`src/rtl/galetron_hd_pkg.sv`:
```
// Shared hard-drive geometry, direction encoding and DMA state encoding
// for the galetron hard-drive subsystem.
package galetron_hd_pkg;

    localparam int HD_DATA_WIDTH        = 32;
    localparam int HD_TRACK_WIDTH       = 7;
    localparam int HD_SECTOR_WIDTH      = 14;
    localparam int HD_NUM_TRACKS        = 3;
    localparam int HD_SECTORS_PER_TRACK = 66;
    localparam int HD_MEM_ADDR_WIDTH    = 10;

    typedef enum logic {
        DIR_LOAD  = 1'b0,   // hard drive -> memory
        DIR_STORE = 1'b1    // memory -> hard drive
    } hd_dir_t;

    typedef enum logic [2:0] {
        ST_IDLE,
        ST_LOAD,
        ST_FETCH,
        ST_STORE,
        ST_FINISH
    } dma_state_t;

    function automatic logic is_transfer_state(dma_state_t s);
        return s inside {ST_LOAD, ST_FETCH, ST_STORE};
    endfunction

endpackage

```
`src/rtl/hd_addr_counter.sv`:
```
// Loadable track/sector counter. Sector wraps to 0 with a track carry;
// o_overflow flags that the next advance would leave the valid track range.
module hd_addr_counter
    import galetron_hd_pkg::*;
#(
    parameter int TRACK_WIDTH       = HD_TRACK_WIDTH,
    parameter int SECTOR_WIDTH      = HD_SECTOR_WIDTH,
    parameter int NUM_TRACKS        = HD_NUM_TRACKS,
    parameter int SECTORS_PER_TRACK = HD_SECTORS_PER_TRACK
) (
    input  logic                    i_clock,
    input  logic                    i_reset,
    input  logic                    i_load,
    input  logic [TRACK_WIDTH-1:0]  i_track,
    input  logic [SECTOR_WIDTH-1:0] i_sector,
    input  logic                    i_advance,
    output logic [TRACK_WIDTH-1:0]  o_track,
    output logic [SECTOR_WIDTH-1:0] o_sector,
    output logic                    o_overflow
);

    logic [TRACK_WIDTH-1:0]  r_track;
    logic [SECTOR_WIDTH-1:0] r_sector;
    logic                    w_last_sector;

    assign w_last_sector = (r_sector == SECTOR_WIDTH'(SECTORS_PER_TRACK - 1));
    assign o_overflow    = w_last_sector && (r_track >= TRACK_WIDTH'(NUM_TRACKS - 1));
    assign o_track       = r_track;
    assign o_sector      = r_sector;

    // NOTE: non-blocking (<=) in every clocked block so all flops sample pre-edge values.
    always_ff @(posedge i_clock or posedge i_reset) begin
        if (i_reset) begin
            r_track  <= '0;
            r_sector <= '0;
        end else if (i_load) begin
            r_track  <= i_track;
            r_sector <= i_sector;
        end else if (i_advance) begin
            if (w_last_sector) begin
                r_sector <= '0;
                r_track  <= r_track + TRACK_WIDTH'(1);
            end else begin
                r_sector <= r_sector + SECTOR_WIDTH'(1);
            end
        end
    end

endmodule

```
`src/rtl/hd_dma_controller.sv`:
```
// Block-transfer engine between the harddrive model and data memory:
// one command (direction, track/sector, memory base, length) runs to completion.
module hd_dma_controller
    import galetron_hd_pkg::*;
#(
    parameter int DATA_WIDTH        = HD_DATA_WIDTH,
    parameter int TRACK_WIDTH       = HD_TRACK_WIDTH,
    parameter int SECTOR_WIDTH      = HD_SECTOR_WIDTH,
    parameter int NUM_TRACKS        = HD_NUM_TRACKS,
    parameter int SECTORS_PER_TRACK = HD_SECTORS_PER_TRACK,
    parameter int MEM_ADDR_WIDTH    = HD_MEM_ADDR_WIDTH
) (
    input  logic                      clock,
    input  logic                      reset,
    input  logic                      start,
    input  logic                      direction,
    input  logic [TRACK_WIDTH-1:0]    cmd_track,
    input  logic [SECTOR_WIDTH-1:0]   cmd_sector,
    input  logic [MEM_ADDR_WIDTH-1:0] cmd_mem_base,
    input  logic [SECTOR_WIDTH-1:0]   cmd_length,
    output logic                      busy,
    output logic                      done,
    output logic                      error,
    output logic [TRACK_WIDTH-1:0]    hd_track,
    output logic [SECTOR_WIDTH-1:0]   hd_sector,
    output logic [DATA_WIDTH-1:0]     hd_data_write,
    output logic                      hd_flag_write,
    input  logic [DATA_WIDTH-1:0]     hd_read_data,
    output logic [MEM_ADDR_WIDTH-1:0] mem_addr,
    output logic [DATA_WIDTH-1:0]     mem_data_write,
    output logic                      mem_write_enable,
    input  logic [DATA_WIDTH-1:0]     mem_read_data
);

    dma_state_t                r_state;
    dma_state_t                w_next_state;
    logic [SECTOR_WIDTH-1:0]   r_remaining;
    logic [MEM_ADDR_WIDTH-1:0] r_mem_addr;
    logic                      r_busy;
    logic                      r_done;
    logic                      r_error;
    logic                      r_hd_flag_write;
    logic                      r_mem_write_enable;

    logic                      w_load;
    logic                      w_advance;
    logic                      w_set_error;
    logic                      w_overflow;
    logic                      w_last_word;
    logic                      w_bad_start;
    logic [TRACK_WIDTH-1:0]    w_track;
    logic [SECTOR_WIDTH-1:0]   w_sector;

    hd_addr_counter #(
        .TRACK_WIDTH       (TRACK_WIDTH),
        .SECTOR_WIDTH      (SECTOR_WIDTH),
        .NUM_TRACKS        (NUM_TRACKS),
        .SECTORS_PER_TRACK (SECTORS_PER_TRACK)
    ) u_addr_counter (
        .i_clock    (clock),
        .i_reset    (reset),
        .i_load     (w_load),
        .i_track    (cmd_track),
        .i_sector   (cmd_sector),
        .i_advance  (w_advance),
        .o_track    (w_track),
        .o_sector   (w_sector),
        .o_overflow (w_overflow)
    );

    assign w_last_word = (r_remaining == SECTOR_WIDTH'(1));
    assign w_bad_start = (cmd_track >= TRACK_WIDTH'(NUM_TRACKS));

    // NOTE: every always_comb output gets a default first, so no path infers a latch.
    always_comb begin
        w_next_state = r_state;
        w_load       = 1'b0;
        w_advance    = 1'b0;
        w_set_error  = 1'b0;
        unique case (r_state)
            ST_IDLE: begin
                if (start) begin
                    w_load = 1'b1;
                    if (cmd_length == '0) begin
                        w_next_state = ST_FINISH;
                    end else if (w_bad_start) begin
                        w_next_state = ST_FINISH;
                        w_set_error  = 1'b1;
                    end else if (direction == DIR_STORE) begin
                        w_next_state = ST_FETCH;
                    end else begin
                        w_next_state = ST_LOAD;
                    end
                end
            end
            ST_LOAD, ST_STORE: begin
                // A word is committed this cycle; decide what follows it.
                if (w_last_word) begin
                    w_next_state = ST_FINISH;
                end else if (w_overflow) begin
                    w_next_state = ST_FINISH;
                    w_set_error  = 1'b1;
                end else begin
                    w_advance    = 1'b1;
                    w_next_state = (r_state == ST_LOAD) ? ST_LOAD : ST_FETCH;
                end
            end
            ST_FETCH:  w_next_state = ST_STORE;
            ST_FINISH: w_next_state = ST_IDLE;
            default:   w_next_state = ST_IDLE;
        endcase
    end

    // Output flags are registered from the next state so they line up with it.
    always_ff @(posedge clock or posedge reset) begin
        if (reset) begin
            r_state            <= ST_IDLE;
            r_remaining        <= '0;
            r_mem_addr         <= '0;
            r_busy             <= 1'b0;
            r_done             <= 1'b0;
            r_error            <= 1'b0;
            r_hd_flag_write    <= 1'b0;
            r_mem_write_enable <= 1'b0;
        end else begin
            r_state            <= w_next_state;
            r_busy             <= is_transfer_state(w_next_state);
            r_done             <= (w_next_state == ST_FINISH);
            r_hd_flag_write    <= (w_next_state == ST_STORE);
            r_mem_write_enable <= (w_next_state == ST_LOAD);
            if (w_load || w_set_error) begin
                r_error <= w_set_error;
            end
            if (w_load) begin
                r_remaining <= cmd_length;
                r_mem_addr  <= cmd_mem_base;
            end else if (w_advance) begin
                r_remaining <= r_remaining - SECTOR_WIDTH'(1);
                r_mem_addr  <= r_mem_addr + MEM_ADDR_WIDTH'(1);
            end
        end
    end

    assign busy             = r_busy;
    assign done             = r_done;
    assign error            = r_error;
    assign hd_track         = w_track;
    assign hd_sector        = w_sector;
    assign hd_flag_write    = r_hd_flag_write;
    assign mem_addr         = r_mem_addr;
    assign mem_write_enable = r_mem_write_enable;

    // Read data only arrives in the write cycle, so both data paths pass through, gated by their strobe.
    assign mem_data_write = r_mem_write_enable ? hd_read_data  : '0;
    assign hd_data_write  = r_hd_flag_write    ? mem_read_data : '0;

endmodule
```
`config.mk`:
```
export PLATFORM = sky130hd
export DESIGN_NAME = hd_dma_controller
export DESIGN_NICKNAME = d
export VERILOG_FILES = /design/src/rtl/galetron_hd_pkg.sv /design/src/rtl/hd_addr_counter.sv /design/src/rtl/hd_dma_controller.sv
export SDC_FILE = /design/constraint.sdc
export NUM_CORES = 1
export LEC_CHECK = 0
export BUFFER_PORTS_ARGS = -buffer_cell sky130_fd_sc_hd__buf_2
export CORE_UTILIZATION = 44
export DETAILED_ROUTE_END_ITERATION = 6
export PLACE_DENSITY_LB_ADDON = 0.1
export SLEW_MARGIN = 20
export SYNTH_ARGS = -nofsm -noshare
export SYNTH_HDL_FRONTEND = slang
export SYNTH_SLANG_ARGS = --single-unit
```
`constraint.sdc`:
```
create_clock -name clock -period 2.7 [get_ports clock]
set_input_delay 0.27 -clock clock [delete_from_list [all_inputs] [get_ports clock]]
set_output_delay 0.27 -clock clock [all_outputs]
set_load 0.01 [all_outputs]
```
# ---- Word level (Yosys, flattened, before mapping)
# Cells that the tools add are included.
dict set report totals {
  regBits 53
  elab_cells 65
}
dict set report classes {
  mux 31
  n_eq_ne 9
  n_reduce_logical 9
  add_sub_neg 4
  order_cmp 2
}
# operator n
set op_table {}
lappend op_table {{two-way mux 14 bit} 5}
lappend op_table {{two-way mux 32 bit} 2}
lappend op_table {{two-way mux 7 bit} 3}
lappend op_table {{two-way mux 10 bit} 2}
lappend op_table {{two-way mux 3 bit} 5}
lappend op_table {{adder 14 x 1 -> 14 bit (second input constant)} 1}
lappend op_table {{== test 14 x 1 -> 1 bit (second input constant)} 1}
lappend op_table {{== test 14 x 7 -> 1 bit (second input constant)} 1}
lappend op_table {{>= comparator 7 x 2 -> 1 bit (second input constant)} 2}
lappend op_table {{zero test 14 bit} 1}
lappend op_table {{subtractor 14 x 1 -> 14 bit (second input constant)} 1}
lappend op_table {{== test 3 x 2 -> 1 bit (second input constant)} 4}
lappend op_table {{adder 10 x 1 -> 10 bit (second input constant)} 1}
lappend op_table {{two-way mux 1 bit} 10}
lappend op_table {{case mux 3 bit (3 select lines)} 1}
lappend op_table {{adder 7 x 1 -> 7 bit (second input constant)} 1}
lappend op_table {{== test 3 x 1 -> 1 bit (second input constant)} 2}
lappend op_table {{two-way mux 2 bit} 2}
lappend op_table {{nonzero test 2 bit} 2}
lappend op_table {{== test 3 bit (second input constant)} 1}
lappend op_table {{zero test 3 bit} 1}
lappend op_table {{nonzero test 3 bit} 1}
lappend op_table {{case mux 1 bit (2 select lines)} 1}
lappend op_table {{AND reduction 2 bit} 1}
lappend op_table {{other kinds (3)} 3}

# ---- Logic depth before layout (Yosys ltp)
dict set report depth {
  depth_word 7
  ltp_mapped 9
  ltp_nobuf 7
}

# ---- Modules after synthesis
# From an unflattened synthesis, not the netlist that was laid out.
dict set report unflattened {
  cells_unflattened 429
  area_unflattened_um2 3651.0
}
# module cells_each area_each_um2 seq_area_each_um2 n_inst
set modules_own_cells {}
lappend modules_own_cells {hd_dma_controller 264 2289.7 800.8 1}
lappend modules_own_cells {hd_addr_counter 165 1361.3 525.5 1}

# ---- Worst setup path after synthesis
# Ideal clock, no wire load.
dict set report synth_timing {
  path_kind {reg2reg}
  startpoint {register u_addr_counter.r_sector[0], in the netlist u_addr_counter.o_sector[0]}
  endpoint {register r_remaining[11]}
  setup_slack_ps 482
  setup_time_ps 152
  path_stages_with_launch 9
  period_less_slack_ps 2218
  t_arrival_ps 2066
  cell_sequence {dfrtp_1 ha_1 nor4b_1 and4_1 buf_2 a211o_1 buf_4 o311ai_0 o311ai_0}
}
dict set report synth_between {
  elab_chain_len 6
}
# element line_no
set synth_rtl {}
lappend synth_rtl {{from (decl)} hd_addr_counter.sv:23} ;# logic [SECTOR_WIDTH-1:0] r_sector;
lappend synth_rtl {{from (signal assigned)} hd_addr_counter.sv:38} ;# r_sector <= i_sector;
lappend synth_rtl {{from (signal assigned)} hd_addr_counter.sv:44} ;# r_sector <= r_sector + SECTOR_WIDTH'(1);
lappend synth_rtl {{== test 14 x 7 -> 1 bit} hd_addr_counter.sv:26} ;# assign w_last_sector = (r_sector == SECTOR_WIDTH'(SECTORS_PER_TRACK - 1));
lappend synth_rtl {{logical AND 1 bit} hd_addr_counter.sv:27} ;# assign o_overflow = w_last_sector && (r_track >= TRACK_WIDTH'(NUM_TRACKS - 1));
lappend synth_rtl {{two-way mux 1 bit} hd_dma_controller.sv:100} ;# end else if (w_overflow) begin
lappend synth_rtl {{two-way mux 1 bit} hd_dma_controller.sv:98} ;# if (w_last_word) begin
lappend synth_rtl {{two-way mux 1 bit} hd_dma_controller.sv:80} ;# unique case (r_state)
lappend synth_rtl {{nonzero test 2 bit (no line)} n/a}
lappend synth_rtl {{to (signal assigned)} hd_dma_controller.sv:135} ;# r_remaining <= cmd_length;
lappend synth_rtl {{to (signal assigned)} hd_dma_controller.sv:138} ;# r_remaining <= r_remaining - SECTOR_WIDTH'(1);
lappend synth_rtl {{to (decl)} hd_dma_controller.sv:37} ;# logic [SECTOR_WIDTH-1:0] r_remaining;
# Every way passes these cells.
# A chain may end at the register's enable or synchronous reset.

# ---- Worst setup path in the final report
dict set report layout_timing {
  startpoint {register u_addr_counter.r_sector[0], in the netlist u_addr_counter.o_sector[0]}
  endpoint {register r_mem_addr[6], in the netlist mem_addr[6]}
}
dict set report layout_between {
  elab_chain_len 6
}
# element line_no
set layout_rtl {}
lappend layout_rtl {{== test 14 x 7 -> 1 bit} hd_addr_counter.sv:26}
lappend layout_rtl {{logical AND 1 bit} hd_addr_counter.sv:27}
lappend layout_rtl {{two-way mux 1 bit} hd_dma_controller.sv:100}
lappend layout_rtl {{two-way mux 1 bit} hd_dma_controller.sv:98}
lappend layout_rtl {{two-way mux 1 bit} hd_dma_controller.sv:80}
lappend layout_rtl {{nonzero test 2 bit (no line)} n/a}
lappend layout_rtl {{to (signal assigned)} hd_dma_controller.sv:136} ;# r_mem_addr <= cmd_mem_base;
lappend layout_rtl {{to (signal assigned)} hd_dma_controller.sv:139} ;# r_mem_addr <= r_mem_addr + MEM_ADDR_WIDTH'(1);
lappend layout_rtl {{to (decl)} hd_dma_controller.sv:38} ;# logic [MEM_ADDR_WIDTH-1:0] r_mem_addr;
# Every way passes these cells.

==> results.toml <==
[outcome]
status = "finished, final reports clean"

[cells_and_area]
nets = 735
layout-drive-gt1-share_pct = 38.9
area_growth_pct = 36.6
final_util_pct = 62.1
diodes = 0

[critical_path]
slowest_delay_ns = 0.54
r2r_start = "u_addr_counter.o_sector[0]"
endpoint = "mem_addr[6]"
worstPathArrival_ns = 2.68
r2r.worst_path.cells = 6
critPathBufInv = 0
crit_family = "compound AO/OA/AOI/OAI gates"
worstSetupEndpointType = "flip-flop"
start_kind = "flip-flop"
cp_num_cells = 6
slowest_stage = "a211oi_4"
crit_type = "reg2reg"
crit_path_cell_trace = "ha_1, nor4b_1, and4_1, a211oi_4, mux2_1, a221o_1"
worst-path-max-fanout = 9
startpoint = "u_addr_counter.o_sector[0]"
worstPathRequired_ns = 2.91
regToRegSetupSlack_ns = 0.23
r2r-end = "mem_addr[6]"

[detailed_routing]
num_vias = 3891
drtIter0Drc = 211
via_per_inst = 5.43
ant_nets = 0
wl_per_cell_um = 16.2
dr.pass1.iters = 5
drcViolationCount = 0
wl_um = 11600

[logic_synthesis]
synth_common_cells = "and2_1, dfrtp_1, nand2_1"
synthMostInstantiatedCell = "and2_1"
synth_seq_area_share_pct = 38.0
ys_async_sr_fraction_pct = 100
yosysWarnings = 0
yosysUniqueCellTypes = 55
synthTopCellsByArea = "dfrtp_1, and2_1, nand2_1"
syn_inst = 409
synthFlopType = "dfrtp_1"
yosys.area.top_type = "dfrtp_1"
synth_top_area_share_pct = 38.0
ys_seq_elements = 53
syn_area_um2 = 3490
syn_avg_cell_area_um2 = 8.54
synth_edf_count = 0
syn_nets = 529

[place]
place_congestion = 0.989
place_ws_ns = 0.0959
dp_hpwl_um = 9190
numPortBuffers = 212

[min_path]
holdCritPathClass = "in2reg"

[timing]
fmax_mhz = 405
setup_viol = 0
setup_tns_ns = 0
slew_headroom_pct = 55.1
period_share_pct = 91.4
tightest_slew_ns = 0.674
fin_ws_ns = 0.231
finalHoldViolCount = 0
fin_skew_ns = 0.0129
period_needed_ns = 2.47
slew_violations = 0
rsz0062_at_grt = "false"

[clock_tree]
cts-root-buf = "clkbuf_8"
cts_buffers = 5
clk_pin_slew_ns = 0.10
clk-insertion-delay-late_ns = 0.31
cts.path.max_buffers = 2
cts_tree = "built"
cts_setup_buffers = 0
cts_sinks = 53
cts-htree-levels = 2

[floorplanning]
die_w_um = 91.1
start_util_pct = 45.4
core_area_um2 = 7690
die-area_um2 = 8300
die_h_um = 91.1
ios = 213
fp-row-count = 32

[job]
maxCapViolations = 0

[pwr]
total_power_mw = 2.55
irDropWorstVdd_mv = 0.306
cellPowerDensity_nw_per_um2 = 535
p_leak_nw = 2.48

[global_route]
grt_max_degree = 38
gr-total-overflow = 0
grt_pass1_vias = 3545
grt_first_pass_wirelength_um = 18200
gr-usage-all-layers_pct = 27.7
antenna_found_initial = 0
metal layers:
layer / global-route usage, % / wire length, um / vias up / share of wire (%)
met5: 0 / 0 / - / 0
met4: 6.22 / 152 / 0 / 1.3
met3: 5.36 / 810 / 14 / 7.0
met2: 46.8 / 5630 / 172 / 48
met1: 36.7 / 5020 / 1821 / 43
li1: - / - / 1884 / -
registers in the layout, summed over array words and instances (netlist names):
signal / count
busy: 1
done: 1
error: 1
hd_flag_write: 1
mem_addr: 10
mem_write_enable: 1
r_remaining: 14
r_state: 3
u_addr_counter.o_sector: 14
u_addr_counter.o_track: 7
worst min-delay path, cell delays in order:
cell and delay (ns):
buf_2 0.09, nand2_1 0.04, nand2_1 0.04
power breakdown:
group	internal (mW)	switching (mW)	total [mW]
sequential	0.956	0.224	1.18
clock	0.275	0.274	0.549
combinational	0.390	0.434	0.825
worst min path at each step:
| stage | startpoint | to | slack (ns) | cells past startpoint |
|---|---|---|---|---|
| 6_report | cmd_track[6] | u_addr_counter.o_track[6] | 0.16 | 3 |
| 5_1_grt | cmd_track[6] | u_addr_counter.o_track[6] | 0.15 | 3 |
| 4_1_cts | cmd_track[6] | u_addr_counter.o_track[6] | 0.15 | 3 |
| 3_5_place_dp | reset | mem_addr[2] | 0.27 | 2 |
| 3_3_place_gp | reset | mem_addr[2] | 0.28 | 2 |
| 2_1_floorplan | cmd_track[3] | u_addr_counter.o_track[3] | 0.38 | 2 |
through the flow:
step / instances / cell area (um^2) / hold slack (ns)
2_1_floorplan: 409 / 3490 / 0.375
3_3_place_gp: 709 / 4650 / 0.276
3_5_place_dp: 709 / 4650 / 0.274
4_1_cts: 717 / 4770 / 0.153
5_1_grt: 717 / 4770 / 0.146
6_report: 717 / 4770 / 0.159
cells in the final DEF (no fill, tap or decap), types with 4 or more instances in the layout:
cell | netlist | layout
nand3_1 | 11 | 11
nand2_1 | 46 | 46
inv_1 | 14 | 13
a22oi_1 | 4 | 4
o211ai_1 | 4 | 4
buf_2 | 6 | 212
a221o_1 | 10 | 10
dfrtp_1 | 53 | 53
nor4_1 | 10 | 10
nor3_1 | 13 | 13
and3_1 | 5 | 5
xnor2_1 | 11 | 11
buf_4 | 1 | 11
or3_1 | 6 | 6
and2_1 | 64 | 64
o21ai_0 | 12 | 12
o311ai_0 | 6 | 6
nand2b_1 | 4 | 4
a211o_1 | 7 | 7
nor2_1 | 26 | 25
nand4_1 | 10 | 10
ha_1 | 7 | 7
clkbuf_8 | 0 | 5
a21oi_1 | 16 | 16
cells by family (layout without fill, tap and decap cells):
family	Yosys count	count (layout)	share of synthesized area, %
flops	53	53	38.0
buf+inv	39	245	4.73
compound gates	82	82	17.6
xor+xnor	12	12	3.01
mux	2	2	0.645
fa+ha+maj	7	7	2.51
simple gates	214	214	33.5
area by class of cell:
| type | instances | area [um^2] |
|---|---|---|
| Clock inverter | 2 | 38.8 |
| Clock buffer | 5 | 68.8 |
| Inverter | 14 | 52.6 |
| Fill cell | 682 | 2920 |
| Timing Repair Buffer | 224 | 1150 |
| Multi-Input combinational cell | 317 | 2000 |
| Tap cell | 102 | 128 |
| Sequential cell | 53 | 1330 |
timing repair:
item / CTS / global route
gates resized for setup: 0 / 1
endpoints found under the hold margin: 16 / 0
endpoints found under the setup margin: 0 / 11
hold buffers: 1 / 0
No activity file was read; power rests on OpenSTA's default activity.
